==> src/rtl/serial_add_ctrl.sv <==
// serial_add_ctrl: bit-serial adder controller.
//   Two WIDTH-bit operands are accepted over a valid/ready handshake, then
//   pushed LSB-first through one shared 1-bit full adder. The full adder is two
//   half_adder instances plus a carry flop. The WIDTH-bit sum and the carry out
//   are returned over a second valid/ready handshake. This trades latency for area.
//   WIDTH must be in the range 2..64.
// Optional feature: define SERIAL_ADD_SUB_EN to add a Sub input.
//   With Sub=1 the block computes A-B mod 2^WIDTH, using ~B with carry-in 1.
//   Carry_Out=1 then means there was no borrow (A >= B unsigned).
//   Without the macro the block only adds, with carry-in 0.

// Half adder: one stage of the shared full adder.
module half_adder (
  input  logic a,
  input  logic b,
  output logic sum,
  output logic carry
);
  assign sum   = a ^ b;
  assign carry = a & b;
endmodule

module serial_add_ctrl #(
  parameter int WIDTH = 8
) (
  input  logic             Clk,
  input  logic             Rst_n,
  input  logic             In_Valid,
  output logic             In_Ready,
  input  logic [WIDTH-1:0] A,
  input  logic [WIDTH-1:0] B,
`ifdef SERIAL_ADD_SUB_EN
  input  logic             Sub,
`endif
  output logic             Out_Valid,
  input  logic             Out_Ready,
  output logic [WIDTH-1:0] Sum,
  output logic             Carry_Out,
  output logic             Busy,
  output logic [1:0]       dbg_state
);

  // The bit counter must be able to hold WIDTH-1.
  localparam int CNT_W = $clog2(WIDTH) + 1;

  // Handshake rules, for both ports:
  //   - A transfer happens on a rising edge where valid and ready are both high.
  //   - Ready and valid come straight from the state register, so there are no
  //     combinational paths from input to output.
  //   - In_Ready is high only in IDLE, and Out_Valid only in DONE.
  //   - Outside those states, the inputs on that side are ignored.
  //   - The producer may hold valid high across cycles. The next accept can
  //     happen at the earliest one edge after the result is taken.

  typedef enum logic [1:0] {
    IDLE = 2'd0,
    RUN  = 2'd1,
    DONE = 2'd2
  } state_t;

  state_t state_q, state_d;

  logic [WIDTH-1:0] a_sh_q, b_sh_q;
  logic [WIDTH-1:0] sum_q;
  logic             carry_q;
  logic             carry_out_q;
  logic [CNT_W-1:0] cnt_q;

  // Control strobes decoded from the FSM.
  logic accept;
  logic step;
  logic last;
  logic take;

  // Full-adder datapath signals.
  logic ha1_sum, ha1_carry;
  logic ha2_sum, ha2_carry;
  logic bit_out;
  logic carry_next;

  // Operand loads that depend on the add/subtract option.
  logic [WIDTH-1:0] b_load;
  logic             cin_load;

`ifdef SERIAL_ADD_SUB_EN
  // Subtraction is A + ~B + 1: invert B on load and preset the carry.
  assign b_load   = Sub ? ~B : B;
  assign cin_load = Sub;
`else
  assign b_load   = B;
  assign cin_load = 1'b0;
`endif

  // First half adder combines the two operand bits.
  half_adder ha1 (
    .a     (a_sh_q[0]),
    .b     (b_sh_q[0]),
    .sum   (ha1_sum),
    .carry (ha1_carry)
  );

  // Second half adder folds in the running carry.
  half_adder ha2 (
    .a     (ha1_sum),
    .b     (carry_q),
    .sum   (ha2_sum),
    .carry (ha2_carry)
  );

  assign bit_out    = ha2_sum;
  assign carry_next = ha1_carry | ha2_carry;

  // State register.
  always_ff @(posedge Clk) begin
    if (!Rst_n) begin
      state_q <= IDLE;
    end else begin
      state_q <= state_d;
    end
  end

  // Next-state logic and datapath control strobes.
  always_comb begin
    state_d = state_q;
    accept  = 1'b0;
    step    = 1'b0;
    last    = 1'b0;
    take    = 1'b0;
    case (state_q)
      IDLE: begin
        if (In_Valid) begin
          accept  = 1'b1;
          state_d = RUN;
        end
      end
      RUN: begin
        step = 1'b1;
        if (cnt_q == CNT_W'(WIDTH - 1)) begin
          last    = 1'b1;
          state_d = DONE;
        end
      end
      DONE: begin
        if (Out_Ready) begin
          take    = 1'b1;
          state_d = IDLE;
        end
      end
      default: begin
        state_d = IDLE;
      end
    endcase
  end

  // Datapath registers.
  //   - Accept: load the shift registers and the carry-in.
  //   - Each RUN edge: retire one bit and shift the sum in from the top.
  //   - Sum and Carry_Out are left untouched outside RUN, so the last result
  //     stays visible until the next operation starts shifting.
  always_ff @(posedge Clk) begin
    if (!Rst_n) begin
      a_sh_q      <= '0;
      b_sh_q      <= '0;
      sum_q       <= '0;
      carry_q     <= 1'b0;
      carry_out_q <= 1'b0;
      cnt_q       <= '0;
    end else if (accept) begin
      a_sh_q  <= A;
      b_sh_q  <= b_load;
      carry_q <= cin_load;
      cnt_q   <= '0;
    end else if (step) begin
      a_sh_q  <= {1'b0, a_sh_q[WIDTH-1:1]};
      b_sh_q  <= {1'b0, b_sh_q[WIDTH-1:1]};
      sum_q   <= {bit_out, sum_q[WIDTH-1:1]};
      carry_q <= carry_next;
      cnt_q   <= cnt_q + CNT_W'(1);
      if (last) begin
        carry_out_q <= carry_next;
      end
    end
  end

  // Internal consistency checks; these have no effect in synthesis.
  always_ff @(posedge Clk) begin
    if (Rst_n) begin
      assert (!(take && accept))
        else $error("serial_add_ctrl: accept and take in the same cycle");
      assert (state_q != RUN || cnt_q <= CNT_W'(WIDTH - 1))
        else $error("serial_add_ctrl: bit counter overran WIDTH-1");
    end
  end

  assign In_Ready  = (state_q == IDLE);
  assign Out_Valid = (state_q == DONE);
  assign Busy      = (state_q == RUN) || (state_q == DONE);
  assign Sum       = sum_q;
  assign Carry_Out = carry_out_q;
  assign dbg_state = state_q;

endmodule

==> config.mk <==
export PLATFORM = sky130hd
export DESIGN_NAME = serial_add_ctrl
export DESIGN_NICKNAME = d
export VERILOG_FILES = /design/src/rtl/serial_add_ctrl.sv
export SDC_FILE = /design/constraint.sdc
export NUM_CORES = 1
export LEC_CHECK = 0
export BUFFER_PORTS_ARGS = -buffer_cell sky130_fd_sc_hd__buf_2
export CAP_MARGIN = 20
export CORE_MARGIN = 3
export CORE_UTILIZATION = 45
export CTS_BUF_LIST = sky130_fd_sc_hd__clkbuf_16
export DETAILED_ROUTE_END_ITERATION = 8
export GPL_ROUTABILITY_DRIVEN = 1
export PLACE_DENSITY = 0.73
export SLEW_MARGIN = 5
export SYNTH_ARGS = -nofsm -noshare
export SYNTH_HDL_FRONTEND = slang
export SYNTH_SLANG_ARGS = --single-unit
==> constraint.sdc <==
create_clock -name Clk -period 1.9 [get_ports Clk]
set_input_delay 0.19 -clock Clk [delete_from_list [all_inputs] [get_ports Clk]]
set_output_delay 0.19 -clock Clk [all_outputs]
set_load 0.05 [all_outputs]
==> summary.md <==
| Metric | Value |
|---|---|
| Status | `complete, no violations` |
| Critical-path cell list | `inv_1 -> ha_1 -> nand2_1 -> buf_4 -> nand2_1 -> nor2_1` |
| Synth area leaders | `dfxtp_1, mux2i_1, a211oi_1` |
| GRT overflow | `0` |
| Final period util | `a little over 80%` |
| Arr. time, crit path | `1.75 ns` |
| Static leakage | `0.752 nW` |
| Gpl congestion | `roughly 0.72` |
| Std cell rows | `19` |
| Cells after Synth | `142` |
| Final-report hold violation count | `0` |
| Skew final | `approximately 0.0045 ns` |
| PortBufs | `33` |
| Hold Path Class | `input pin to flip-flop` |
| DP HPWL | `about 2000 µm` |
| Final Worst Setup Slack | `between 0.3 and 0.4 ns` |
| Nature of the critical path startpoint | `flip-flop` |
| TritonCTS Buffers | `5` |
| DIE WIDTH | `slightly above 60 µm` |
| Max IR drop VDD | `roughly 0.00083 V` |
| Max incr delay on CP | `between 0.3 and 0.4 ns` |
| Most common cell in the netlist | `dfxtp_1` |
| First-pass GRT wire length | `approximately 4600 µm` |
| Routed vias | `1095` |
| Relative slew slack | `61.8%` |
| GRT Overall Usage | `roughly 17%` |
| CTS H-Tree Depth | `2` |
| Number of global-route vias before repair | `roughly 1100` |
| Pre-CTS WS | `0.382 ns` |
| Cell Area, Synth | `1400 µm²` |
| Register Area | `roughly 640 µm²` |
| DRT Pass-1 Iters | `4` |
| Critical path's slowest cell | `dfxtp_2` |
| Aggregate routed wire length | `approximately 2900 µm` |
| Die area | `roughly 3800 µm²` |
| Max Transition Viols Final | `0` |
| Die Y | `between 60 and 70 µm` |
| Ys Warns | `0` |
| Post-synth top area cell | `dfxtp_1` |
| CP Buf/Inv Count | `2` |
| Cell family with most CP delay | `simple AND/OR/NAND/NOR gates` |
| I/O pins | `34` |
| Synth async-reset ratio | `0%` |
| Share of layout cells above drive strength 1 | `between 20% and 30%` |
| Max Fclk | `647 MHz` |
| Worst EP required | `~2.1 ns` |
| DRT antenna net count | `0` |
| Total negative slack | `0 ns` |
| Post-CTS setup buffer count | `0` |
| Number of inserted diodes | `0` |
| Largest net degree at the start of global routing | `32` |
| Min Tclk post-route | `between 1.5 and 2 ns` |
| Post-synth top flop | `dfxtp_1` |
| Worst slew pin tran | `about 0.57 ns` |
| CP Max Fanout | `31` |
| Mean area per synthesized cell | `around 10 µm²` |
| Post-synth cell types | `21` |
| Seq cells post-synth | `32` |
| Clock buffer depth | `2` |
| RSZ-0062 raised after global routing | `false` |
| Syn Nets | `168` |
| Most used cell, CP | `nand2_1` |
| Routed wire per std cell | `13.8 µm` |
| Starting Density | `48.9%` |
| Clock latency on the worst-skew pair | `approximately 0.27 ns` |
| Pwr Density | `around 1500 nW/µm²` |
| Root buffer cell | `clkbuf_16` |
| Post-cts sizing count | `0` |
| Post-synth EDFFs | `0` |
| WHS | `just over 0.2 ns` |
| Final nets | `between 200 and 250` |
| Vias/cell | `approximately 5.3` |
| Synth top area share | `between 40 and 50%` |
| Layout area overhead | `22.6%` |
| Sink Count | `32` |
| Crit. End Element | `flip-flop` |
| Remaining DRCs | `0` |
| # fillers | `~250` |
| Top cells by count, synth | `dfxtp_1, nor2_1, mux2i_1` |
| Area of the multi-input gates | `~690 µm²` |
| CTS tree | `yes` |
| Starting DRT DRC Count | `between 40 and 50` |
| CTS clk-pin slew, worst paths | `about 0.05 ns` |
| Final setup fails | `0` |
| Max-cap violations | `0` |
| Sequential area share after synthesis | `between 40% and 50%` |
| Critical path class | `flip-flop to flip-flop` |
| Initial antenna violation count | `0` |
| Core box area | `roughly 2900 µm²` |
| Hold Buf Count CTS | `0` |
## registers in the layout, indices dropped and copies added (netlist names)
| name | cells |
|---|---|
| Carry_Out | 1 |
| Sum | 8 |
| a_sh_q | 8 |
| b_sh_q | 8 |
| carry_q | 1 |
| cnt_q | 4 |
| dbg_state | 2 |
## report_power, final
part / switching (mW) / total (mW) / internal, mW
Combinational: 0.567 / 0.897 / 0.330
Clock: 0.271 / 0.745 / 0.474
Sequential: 0.0849 / 0.893 / 0.808
Total: 0.922 / 2.53 / 1.61
## area by class of cell
type	count	share of cell area [%]
flip-flops and latches	32	37.6
inverters	5	1.10
well taps	31	2.27
clock inverters	3	0.805
clock buffers	5	7.32
multi-input cells	96	40.4
repair buffers	35	10.5
## cell families (layout without fill, tap and decap cells)
kind of cell	Yosys count	after routing	synth area share, %
simple gates	42	42	13.0
flops	32	32	45.9
mux	26	26	18.7
compound gates	19	19	10.0
buf+inv	14	48	4.57
fa+ha+maj	6	6	5.92
xor+xnor	3	3	1.88
## per-stage QoR
stage	instances	utilization, %	area (µm²)	power (mW)
2_1_floorplan	142	-	1400	1.64
3_3_place_gp	199	55.1	1570	1.75
3_5_place_dp	199	55.1	1570	1.80
4_1_cts	207	60.0	1710	2.56
5_1_grt	207	60.0	1710	2.67
6_report	207	60.0	1710	2.53
## placed cells by master, fill, tap and decap left out, types with 2 or more instances in the layout
master	count
dfxtp_1	30
inv_1	4
clkbuf_16	5
a211oi_1	14
ha_1	5
xor2_1	2
a21oi_1	3
nor2_1	27
nand3_1	3
dfxtp_2	2
clkinv_2	2
buf_4	2
nand2_1	7
mux2i_1	26
buf_2	33
nand3b_1	3
## worst reg2reg max path: cells and delay by family (launching register included)
family	cells	cell delay [ns]
AND/OR/NAND/NOR	3	0.47
adder cells (fa/ha/maj)	1	0.28
buffers and inverters	2	0.36
flip-flops	1	0.36
## path summary, 6_finish.rpt
| check | from | to | slack (ns) | cells past startpoint |
|---|---|---|---|---|
| worst min-delay path | B[1] | b_sh_q[1] | 0.20 | 3 |
| worst min register to register | dbg_state[1] | dbg_state[1] | 0.48 | 2 |
| worst max-delay path | dbg_state[0] | cnt_q[2] | 0.35 | 6 |
| worst max register to register | dbg_state[0] | cnt_q[2] | 0.35 | 6 |
## metal layers
layer	GRT usage, %	wire length (µm)	vias up
met5	0	0	-
met4	9.09	53	0
met3	5.87	123	6
met2	29.3	1430	20
met1	17.0	1260	510
li1	-	-	559
No activity file was read; power rests on OpenSTA's default activity.
